--- config.mk ---
export PLATFORM = sky130hd
export DESIGN_NAME = pe64_index_decoder
export DESIGN_NICKNAME = d
export VERILOG_FILES = /design/src/rtl/pe64_index_decoder.sv
export SDC_FILE = /design/constraint.sdc
export NUM_CORES = 1
export LEC_CHECK = 0
export CORE_MARGIN = 2
export CORE_UTILIZATION = 50
export DETAILED_ROUTE_END_ITERATION = 10
export PLACE_DENSITY = 0.79
export SETUP_SLACK_MARGIN = 0.2
export SYNTH_ARGS = -nofsm -noshare
export SYNTH_HDL_FRONTEND = slang
export SYNTH_SLANG_ARGS = --single-unit
--- constraint.sdc ---
create_clock -name clk -period 6.64 [get_ports clk]
set_input_delay 0.996 -clock clk [delete_from_list [all_inputs] [get_ports clk]]
set_output_delay 0.996 -clock clk [all_outputs]
set_load 0.02 [all_outputs]
--- src/rtl/pe64_index_decoder.sv ---
// 6-bit index -> 64-bit one-hot decoder (row/col split), 2-stage valid/ready pipe, 2-cycle latency.
// Backpressure: holds up to 2 entries; in_ready drops only with both stages full and out_ready low.
module pe64_index_decoder #(
    parameter int ROW_BITS = 4,
    parameter int COL_BITS = 2
) (
    input  logic                               clk,
    input  logic                               rst,
    input  logic                               in_valid,
    output logic                               in_ready,
    input  logic [ROW_BITS+COL_BITS-1:0]       in_idx,
    input  logic                               in_en,
    output logic                               out_valid,
    input  logic                               out_ready,
    output logic [(2**ROW_BITS)*(2**COL_BITS)-1:0] out_onehot,
    output logic [ROW_BITS+COL_BITS-1:0]       out_idx,
    output logic                               out_en,
    output logic [(2**ROW_BITS)*(2**COL_BITS)-1:0] acc_vec,
    input  logic                               acc_clr
);

    localparam int ROWS  = 2 ** ROW_BITS;
    localparam int COLS  = 2 ** COL_BITS;
    localparam int IDX_W = ROW_BITS + COL_BITS;
    localparam int WIDTH = ROWS * COLS;

    logic             s1_valid_q, s1_valid_d;
    logic [ROWS-1:0]  s1_row_q,   s1_row_d;
    logic [COLS-1:0]  s1_col_q,   s1_col_d;
    logic [IDX_W-1:0] s1_idx_q,   s1_idx_d;
    logic             s1_en_q,    s1_en_d;

    logic             s2_valid_q, s2_valid_d;
    logic [WIDTH-1:0] s2_vec_q,   s2_vec_d;
    logic [IDX_W-1:0] s2_idx_q,   s2_idx_d;
    logic             s2_en_q,    s2_en_d;

    logic [WIDTH-1:0] acc_q,      acc_d;

    logic s2_adv, s1_adv, in_fire, out_fire;

    assign s2_adv   = ~s2_valid_q | out_ready;
    assign s1_adv   = ~s1_valid_q | s2_adv;
    assign in_ready = s1_adv;
    assign in_fire  = in_valid & s1_adv;
    assign out_fire = s2_valid_q & out_ready;

    // Stage 1: row select is gated by in_en so a disabled entry decodes to zero downstream.
    always_comb begin
        s1_valid_d = s1_valid_q;
        s1_row_d   = s1_row_q;
        s1_col_d   = s1_col_q;
        s1_idx_d   = s1_idx_q;
        s1_en_d    = s1_en_q;
        if (s1_adv) begin
            s1_valid_d = in_fire;
        end
        if (in_fire) begin
            for (int r = 0; r < ROWS; r++) begin
                s1_row_d[r] = in_en && (in_idx[IDX_W-1:COL_BITS] == r[ROW_BITS-1:0]);
            end
            for (int c = 0; c < COLS; c++) begin
                s1_col_d[c] = (in_idx[COL_BITS-1:0] == c[COL_BITS-1:0]);
            end
            s1_idx_d = in_idx;
            s1_en_d  = in_en;
        end
    end

    always_comb begin
        s2_valid_d = s2_valid_q;
        s2_vec_d   = s2_vec_q;
        s2_idx_d   = s2_idx_q;
        s2_en_d    = s2_en_q;
        if (s2_adv) begin
            s2_valid_d = s1_valid_q;
        end
        if (s2_adv && s1_valid_q) begin
            for (int r = 0; r < ROWS; r++) begin
                for (int c = 0; c < COLS; c++) begin
                    s2_vec_d[r*COLS+c] = s1_row_q[r] & s1_col_q[c];
                end
            end
            s2_idx_d = s1_idx_q;
            s2_en_d  = s1_en_q;
        end
    end

    // A vector delivered alongside acc_clr is ORed in after the clear, so it survives.
    always_comb begin
        acc_d = acc_clr ? '0 : acc_q;
        if (out_fire) begin
            acc_d = acc_d | s2_vec_q;
        end
    end

    always_ff @(posedge clk or posedge rst) begin
        if (rst) begin
            s1_valid_q <= 1'b0;
            s1_row_q   <= '0;
            s1_col_q   <= '0;
            s1_idx_q   <= '0;
            s1_en_q    <= 1'b0;
            s2_valid_q <= 1'b0;
            s2_vec_q   <= '0;
            s2_idx_q   <= '0;
            s2_en_q    <= 1'b0;
            acc_q      <= '0;
        end else begin
            s1_valid_q <= s1_valid_d;
            s1_row_q   <= s1_row_d;
            s1_col_q   <= s1_col_d;
            s1_idx_q   <= s1_idx_d;
            s1_en_q    <= s1_en_d;
            s2_valid_q <= s2_valid_d;
            s2_vec_q   <= s2_vec_d;
            s2_idx_q   <= s2_idx_d;
            s2_en_q    <= s2_en_d;
            acc_q      <= acc_d;
        end
    end

    assign out_valid  = s2_valid_q;
    assign out_onehot = s2_vec_q;
    assign out_idx    = s2_idx_q;
    assign out_en     = s2_en_q;
    assign acc_vec    = acc_q;

endmodule

==> impl_metrics.tcl <==
set metrics [dict create \
    nets 734 \
    final_util_pct 66.9 \
    async_reset_ff_share_pct 100 \
    drive_above_1_share_pct 15.0 \
    worstMarginPinSlew_ns 1.20 \
    dieWidth_um 120 \
    antenna-diode-count 0 \
    yosys.cell_types.count 27 \
    ys_seq_elements 164 \
    synth-edff-count 0 \
    max_freq_mhz 287 \
    gp_congestion 0.768 \
    firstDrtPassIters 5 \
    period_share_pct 52.5 \
    ctsRootBufferMaster "clkbuf_16" \
    cp.arrival_ns 2.49 \
    endpoint_kind "primary output" \
    yosysWarnings 0 \
    hold_path_class "reg -> reg" \
    synth_cells 599 \
    hold_buffers 0 \
    peakVddDrop_mv 0.150 \
    final_cell_mix "dfrtp_1, clkdlybuf4s50_1, nand4_1, nand2_1" \
    reg2reg_from "out_valid" \
    rows 42 \
    vias_per_cell 5.37 \
    finClkSkew_ns 0.00943 \
    seq_area_frac_synth_pct 60.9 \
    leakage_nw 3.91 \
    overflow 0 \
    setup_viol 0 \
    r2r_slack_ns 4.03 \
    start_util_pct 51.1 \
    drt_iter0_drc 305 \
    worstPathRequired_ns 5.64 \
    reg2reg_depth 3 \
    crit_path_max_fanout 67 \
    syn-cell-area_um2 6740 \
    core_area_um2 13200 \
    cts_sinks 164 \
    slew_headroom_pct 19.7 \
    n_fill_cell 978 \
    antenna_found_initial 0 \
    die_y_um 120 \
    post_cts_resize_count 0 \
    dieArea_um2 14400 \
    dp_hpwl_um 9790 \
    ios 149 \
    r2r-end "out_idx[2]" \
    critPathLaunch "s1_valid_q" \
    cts_buffer_depth 2 \
    hold_viol 0 \
    syn_avg_cell_area_um2 11.3 \
    grt_start_max_net_pins 90 \
    crit_end "in_ready" \
    area_delta_synth_final_pct 30.8 \
    cap_violations 0 \
    dr_total_vias 4881 \
    criticalPathCategory "reg -> out" \
    dp_slack_ns 2.38 \
    tns_ns 0 \
    stdcell_count 909 \
    postCtsSetupBuffers 0 \
    grt_pass1_vias 4755 \
    grt_pass1_wl_um 24300 \
    start_kind "flip-flop" \
    cts_buffers 17 \
    min_period_ns 3.49 \
    syn-num-nets 611 \
    layout_commonest_cell "dfrtp_1" \
    grt_usage_pct 21.4 \
    wl_per_cell_um 16.4 \
    whs_path_depth 1 \
    tritoncts "done" \
    post-route-drc-count 0 \
    place_inst 879 \
    run_status "complete, no violations" \
    ys.flop_type "dfrtp_1" \
    worst_slack_ns 3.15 \
    portBuffers 148 \
    cts.htree.levels 4 \
    ant_nets 0 \
    slew_viol_final 0 \
    clk_pin_slew_worst_paths_ns 0.06 \
    wirelength_um 14900 \
    power.density_nw_per_um2 252 \
    rsz0062_at_grt "no" \
    insertion_delay_ns 0.42 \
]
## synthesized netlist by cell type (2+ instances only)
cell | count | share of area [%]
a21bo_1 | 4 | 0.59
dfrtp_1 | 164 | 61
clkbuf_1 | 21 | 1.2
o21ai_0 | 64 | 4.7
a21bo_2 | 61 | 9.1
nor2_1 | 13 | 0.72
buf_2 | 20 | 1.5
nor2b_1 | 2 | 0.19
buf_6 | 2 | 0.33
nand3b_1 | 2 | 0.22
mux2_1 | 20 | 3.3
nand2_1 | 65 | 3.6
mux2_2 | 13 | 2.2
nand2b_1 | 5 | 0.46
nor3_1 | 2 | 0.15
nor3b_1 | 2 | 0.22
nand4_1 | 65 | 6.0
inv_1 | 65 | 3.6
## state kept, by name (all words and copies together) (netlist names)
signal      flops
s1_idx_q        6
s1_valid_q      1
out_onehot     64
s1_col_q        4
s1_en_q         1
out_en          1
s1_row_q       16
acc_vec        64
out_valid       1
out_idx         6
## worst max-delay path, cell delays in order, from the launching register on
cell	delay [ns]
dfrtp_2	1.13
nand3b_2	0.30
clkdlybuf4s50_1	0.63
## per-layer routing
layer  vias up  routed length (um)  global-route usage (%)
met5         -                   0                       0
met4         0                 286                    7.94
met3        25                 685                    5.04
met2       147                7140                    33.6
met1      2435                6800                    29.3
li1       2274                   -                       -
## worst min-delay path by stage
stage,start,endpoint,slack (ns)
global route,s1_en_q,s1_en_q,0.52
detailed placement,s1_idx_q[1],s1_idx_q[1],0.49
floorplan,s1_en_q,s1_en_q,0.46
CTS,s1_idx_q[1],s1_idx_q[1],0.50
global placement,s1_en_q,s1_en_q,0.47
finish,s1_idx_q[2],s1_idx_q[2],0.50
## area by class of cell
cell class | count | area, um^2 | area share (%)
clock buffer | 25 | 495 | 5.62
clock inverter | 5 | 75.1 | 0.851
inverter | 65 | 249 | 2.82
multi-input combinational | 325 | 2190 | 24.9
sequential | 164 | 4110 | 46.5
tap | 176 | 220 | 2.50
timing repair buffer | 149 | 1480 | 16.8
## where the power goes
group          internal (mW)  switching [mW]
registers               1.03          0.0495
clock network          0.587           0.362
logic                 0.0743           0.114
total                   1.70           0.525
## logic make-up (layout without fill, tap and decap cells)
family                 after synthesis  after routing  share of synthesized area, %
DFF                                164            164                          60.9
and+or+nand+nor                    163            163                          12.5
AOI/OAI and AO/OA                  129            129                          14.4
buffers and inverters              110            244                          6.77
muxes                               33             33                          5.51
## metrics by stage
step           instance area (um^2)  power [mW]  hold WS, ns
2_1_floorplan                  6740        1.21        0.460
3_3_place_gp                   8250        1.28        0.469
3_5_place_dp                   8250        1.29        0.485
4_1_cts                        8820        2.24        0.499
5_1_grt                        8820        2.30        0.517
6_report                       8820        2.22        0.495
No activity file was read; power rests on OpenSTA's default activity.
